==> src/rtl/dmem_delay_ctrl.sv <==
// Multi-cycle data memory: each load/store stalls the pipeline for LATENCY+1
// cycles, then completes with a one-cycle DONE pulse.
module dmem_delay_ctrl #(
   parameter int unsigned LATENCY = 4,
   parameter int unsigned DEPTH   = 64
) (
   input  logic        clk,
   input  logic        reset,
   input  logic        MemReadM,
   input  logic        MemWriteM,
   input  logic [31:0] ALUOutM,
   input  logic [31:0] WriteDataM,
   output logic [31:0] ReadDataM,
   output logic        MemStallM,
   output logic        MemDoneM
);

   localparam int unsigned AW = $clog2(DEPTH);

   localparam logic [1:0] IDLE = 2'd0;
   localparam logic [1:0] BUSY = 2'd1;
   localparam logic [1:0] DONE = 2'd2;

   logic [1:0]    state;
   logic [1:0]    nextState;
   logic [3:0]    count;
   logic          opWrite;
   logic [AW-1:0] addrIdx;
   logic [31:0]   dataLat;
   logic [31:0]   mem [DEPTH];
   logic          request;
   logic          accessNow;
   logic          addrUnused;

   assign request    = MemReadM | MemWriteM;
   assign accessNow  = (state == BUSY) && (count == '0);
   // Byte-offset and out-of-range address bits are deliberately dropped.
   assign addrUnused = ^{ALUOutM[31:AW+2], ALUOutM[1:0]};

   always_comb begin
      nextState = state;
      case (state)
         IDLE:    if (request) nextState = BUSY;
         BUSY:    if (count == '0) nextState = DONE;
         default: nextState = IDLE;
      endcase
   end

   // Stall is forced low while reset is held, even with a request pending.
   always_comb begin
      MemStallM = reset && ((state == BUSY) || ((state == IDLE) && request));
   end

   always_ff @(posedge clk or negedge reset) begin
      if (!reset) begin
         state     <= IDLE;
         count     <= '0;
         opWrite   <= 1'b0;
         addrIdx   <= '0;
         dataLat   <= '0;
         ReadDataM <= '0;
         MemDoneM  <= 1'b0;
      end else begin
         state    <= nextState;
         MemDoneM <= accessNow;
         if ((state == IDLE) && request) begin
            opWrite <= MemWriteM;
            addrIdx <= ALUOutM[AW+1:2];
            dataLat <= WriteDataM;
            count   <= 4'(LATENCY - 1);
         end else if ((state == BUSY) && (count != '0)) begin
            count <= count - 4'd1;
         end
         if (accessNow && !opWrite) begin
            ReadDataM <= mem[addrIdx];
         end
      end
   end

   // Array has no reset; an aborted access never reaches accessNow.
   always_ff @(posedge clk) begin
      if (accessNow && opWrite) begin
         mem[addrIdx] <= dataLat;
      end
   end

endmodule

==> config.mk <==
export PLATFORM = sky130hd
export DESIGN_NAME = dmem_delay_ctrl
export DESIGN_NICKNAME = d
export VERILOG_FILES = /design/src/rtl/dmem_delay_ctrl.sv
export SDC_FILE = /design/constraint.sdc
export NUM_CORES = 2
export LEC_CHECK = 0
export BUFFER_PORTS_ARGS = -buffer_cell sky130_fd_sc_hd__buf_4
export CAP_MARGIN = 25
export CORE_MARGIN = 2
export CORE_UTILIZATION = 56
export DETAILED_ROUTE_END_ITERATION = 8
export GPL_TIMING_DRIVEN = 1
export PLACE_DENSITY = 0.75
export SLEW_MARGIN = 25
export SYNTH_ARGS = -nofsm -noshare
export SYNTH_HDL_FRONTEND = slang
export SYNTH_SLANG_ARGS = --single-unit
export TNS_END_PERCENT = 5
==> constraint.sdc <==
create_clock -name clk -period 3.8 [get_ports clk]
set_clock_uncertainty 0.15 [all_clocks]
set_input_delay 0.38 -clock clk [delete_from_list [all_inputs] [get_ports clk]]
set_output_delay 0.38 -clock clk [all_outputs]
set_load 0.02 [all_outputs]
==> impl_metrics.py <==
metrics = {
    "synth": {
        "synth_warnings": 0,
        "synth_area_per_cell_um2": 18.6,
        "async_flop_share_pct": 3.67,
        "ys.flop_type": "edfxtp_1",
        "synth_cell_types": 67,
        "seq_area_frac_synth_pct": 77.9,
        "synth_top_area_share_pct": 75.5,
        "synth_top_area_cell": "edfxtp_1",
        "syn_nets": 4439,
        "postSynthCellCount": 4369,
        "syn_area_mm2": 0.0814,
        "synth_edf_count": 2048,
        "synth.area.top_cells": "edfxtp_1, mux4_2, mux2i_1",
        "ys_ff_latch": 2126,
    },
    "cells_and_area": {
        "design_area_mm2": 0.0952,
        "nets": 4905,
        "stdcell_count": 6917,
        "drive_above_1_share_pct": 24.3,
        "syn_to_final_growth_pct": 16.9,
        "num-fill-cells": 9094,
    },
    "worst_setup_path": {
        "worst_setup_path_end_kind": "flop",
        "crit_type": "reg -> reg",
        "critPathArrivalTime_ns": 4.53,
        "cp-start-kind": "flop",
        "crit_required_ns": 4.40,
        "r2r_start": "addrIdx[0]$_DFFE_PN0P_",
        "r2r_end": "ReadDataM[27]$_DFFE_PN0P_",
        "reg2reg_slack_ns": -0.13,
        "crit_path_max_fanout": 29,
        "r2r_cells": 6,
    },
    "clocking": {
        "cts-root-buf": "clkbuf_16",
        "cts_num_sinks": 2126,
        "cts_tree": "yes",
        "cts_max_path_buffers": 3,
        "worstSkewPairLatency_ns": 0.88,
        "htreeDepth": 4,
        "cts-buffers-inserted": 199,
        "clk_pin_slew_ns": 0.06,
    },
    "worst_hold_path": {
        "hold_class": "in -> reg",
        "worstHoldStart": "ALUOutM[5]",
        "hold_depth": 4,
        "hold-path-endpoint": "addrIdx[3]$_DFFE_PN0P_",
    },
    "placement": {
        "placed_cells": 6461,
        "io_buffers": 75,
        "place_worst_setup_slack_ns": -0.00472,
        "placed_area_mm2": 0.0880,
        "dpl.hpwl_um": 154000,
        "gp_congestion": 1.02,
    },
    "route": {
        "drc_errors": 0,
        "drt_pass1_iterations": 8,
        "routed_wl_um": 258000,
        "wl_per_cell_um": 37.4,
        "vias_per_cell": 7.09,
        "routed-via-count": 49000,
        "detail-route-antenna-nets": 0,
        "drt-initial-drc-count": 8699,
    },
    "floorplan": {
        "core-area_mm2": 0.144,
        "rows": 139,
        "fp.dieH_um": 385,
        "ios": 102,
        "start_util_pct": 56.6,
        "die_area_mm2": 0.148,
        "dieWidth_um": 385,
    },
    "timing": {
        "hold_viol": 0,
        "finalSetupTns_ns": -0.131,
        "fmax_mhz": 254,
        "rsz0062_at_grt": "no",
        "setup_slack_ns": -0.131,
        "report.final.slew_viol_count": 0,
        "finalCriticalPeriod_ns": 3.93,
        "setup_viol": 1,
        "fin_crit_sh_pct": 103,
        "worst_pin_slew_ns": 1.11,
        "relSlewSlack_pct": 26.2,
    },
    "pwr": {
        "p_leak_nw": 30.9,
        "vdd_ir_drop_max_mv": 0.951,
        "p_per_area_mw_per_mm2": 807,
        "power_w": 0.0768,
    },
    "outcome": {
        "violations": "setup timing",
        "status": "finished, violations left",
    },
    "global_routing": {
        "grt_first_pass_wirelength_um": 359000,
        "grt_max_degree": 66,
        "grt_pass1_vias": 47100,
        "grt_overflow_total": 0,
        "grt_antenna_before_repair": 11,
        "grt.total_usage_pct": 35.0,
    },
    "flow_run": {
        "max_cap_viol_count": 0,
    },
}
[timing repair]
item | in CTS | in global routing
endpoints found under the setup margin | 0 | 1
gates resized for setup | 0 | 1
buffers inserted | 0 | 0
hold buffers | 75 | 0
hold endpoints to repair | 88 | 0
[final cells by class]
cell class / count / area [um2] / area share, %
multi-input cells: 1934 / 17000 / 17.9
inverters: 5 / 28.8 / 0.0302
well taps: 1903 / 2380 / 2.50
clock inverters: 118 / 1120 / 1.17
flip-flops and latches: 2126 / 63500 / 66.7
clock buffers: 256 / 5220 / 5.49
diodes: 6 / 15.0 / 0.0158
repair buffers: 569 / 5840 / 6.14
[flip-flops by register name (all words and copies together) (netlist names)]
register and cells:
addrIdx 6, state 2, MemDoneM 1, dataLat 32, opWrite 1, ReadDataM 32, count 4, mem 2048
[cell usage after synthesis, types with 10 or more instances]
cell type	instances
o211ai_1	14
o32a_1	28
o2bb2ai_1	15
mux2i_1	223
nand2_1	197
a22oi_1	153
buf_2	109
dfrtp_1	78
a21oi_1	109
mux4_2	164
o22ai_1	78
edfxtp_1	2048
clkbuf_1	113
o21ai_0	125
o22a_1	11
a31oi_1	22
buf_4	49
nand3_1	20
a22o_1	36
nor2_1	191
mux2_2	151
nand4_1	10
a221oi_1	235
a221o_1	31
o221ai_1	13
buf_1	25
[critical path: stages, from the launching register on]
cell and delay [ns]:
dfrtp_4 0.67, buf_4 0.49, mux4_2 0.55, and3_1 0.21, a31oi_2 0.58, nand4_1 0.61, o32a_1 0.52
[logic make-up after synthesis]
| logic type | count (synthesis) | share of synthesized area (%) |
|---|---|---|
| flops | 2126 | 77.9 |
| compound gates | 920 | 8.31 |
| mux | 542 | 9.42 |
| simple gates | 467 | 2.40 |
| buf+inv | 309 | 1.89 |
| xor+xnor | 3 | 0.0323 |
| fa+ha+maj | 2 | 0.0307 |
[worst max path at each step]
stage	to	start	slack, ns	depth (start not counted)
6_report	ReadDataM[27]$_DFFE_PN0P_	addrIdx[0]$_DFFE_PN0P_	-0.13	6
4_1_cts	ReadDataM[27]$_DFFE_PN0P_	addrIdx[0]$_DFFE_PN0P_	0.02	6
2_1_floorplan	mem[55][0]$_DFFE_PP_	count[0]$_DFFE_PN0P_	0.08	9
3_5_place_dp	ReadDataM[27]$_DFFE_PN0P_	addrIdx[0]$_DFFE_PN0P_	-0.005	6
5_1_grt	ReadDataM[27]$_DFFE_PN0P_	addrIdx[0]$_DFFE_PN0P_	0.04	6
3_3_place_gp	ReadDataM[27]$_DFFE_PN0P_	addrIdx[0]$_DFFE_PN0P_	0.07	6
[per-layer routing]
metal	track usage [%]	wire length, um
met3	12.6	43900
met4	19.4	17300
met2	50.3	111000
met5	0.585	41
met1	46.8	85900
[stage by stage]
stage               hold WS (ns)  util [%]
global route               0.157      66.1
detailed placement         0.316      61.1
floorplan                -0.0656         -
finish                     0.139      66.1
CTS                       0.0861      66.1
global placement           0.316      61.1
[power by group]
part,internal (W),switching [W],leakage (nW),total (W)
Clock,0.0107,0.00877,3.09,0.0195
Sequential,0.0293,0.00316,19.4,0.0325
Combinational,0.00858,0.0163,8.40,0.0249
Total,0.0486,0.0282,30.9,0.0768
[cells in the final DEF, fill, tap and decap left out, types with 109 or more instances in the layout]
master        n
o21ai_0     124
a221oi_1    235
edfxtp_1   2048
buf_4       385
mux2i_1     223
buf_12      109
nand2_1     197
clkbuf_16   199
a22oi_1     153
mux4_2      164
a21oi_1     109
mux2_2      151
nor2_1      121
Power figures use the tool's default switching activity.
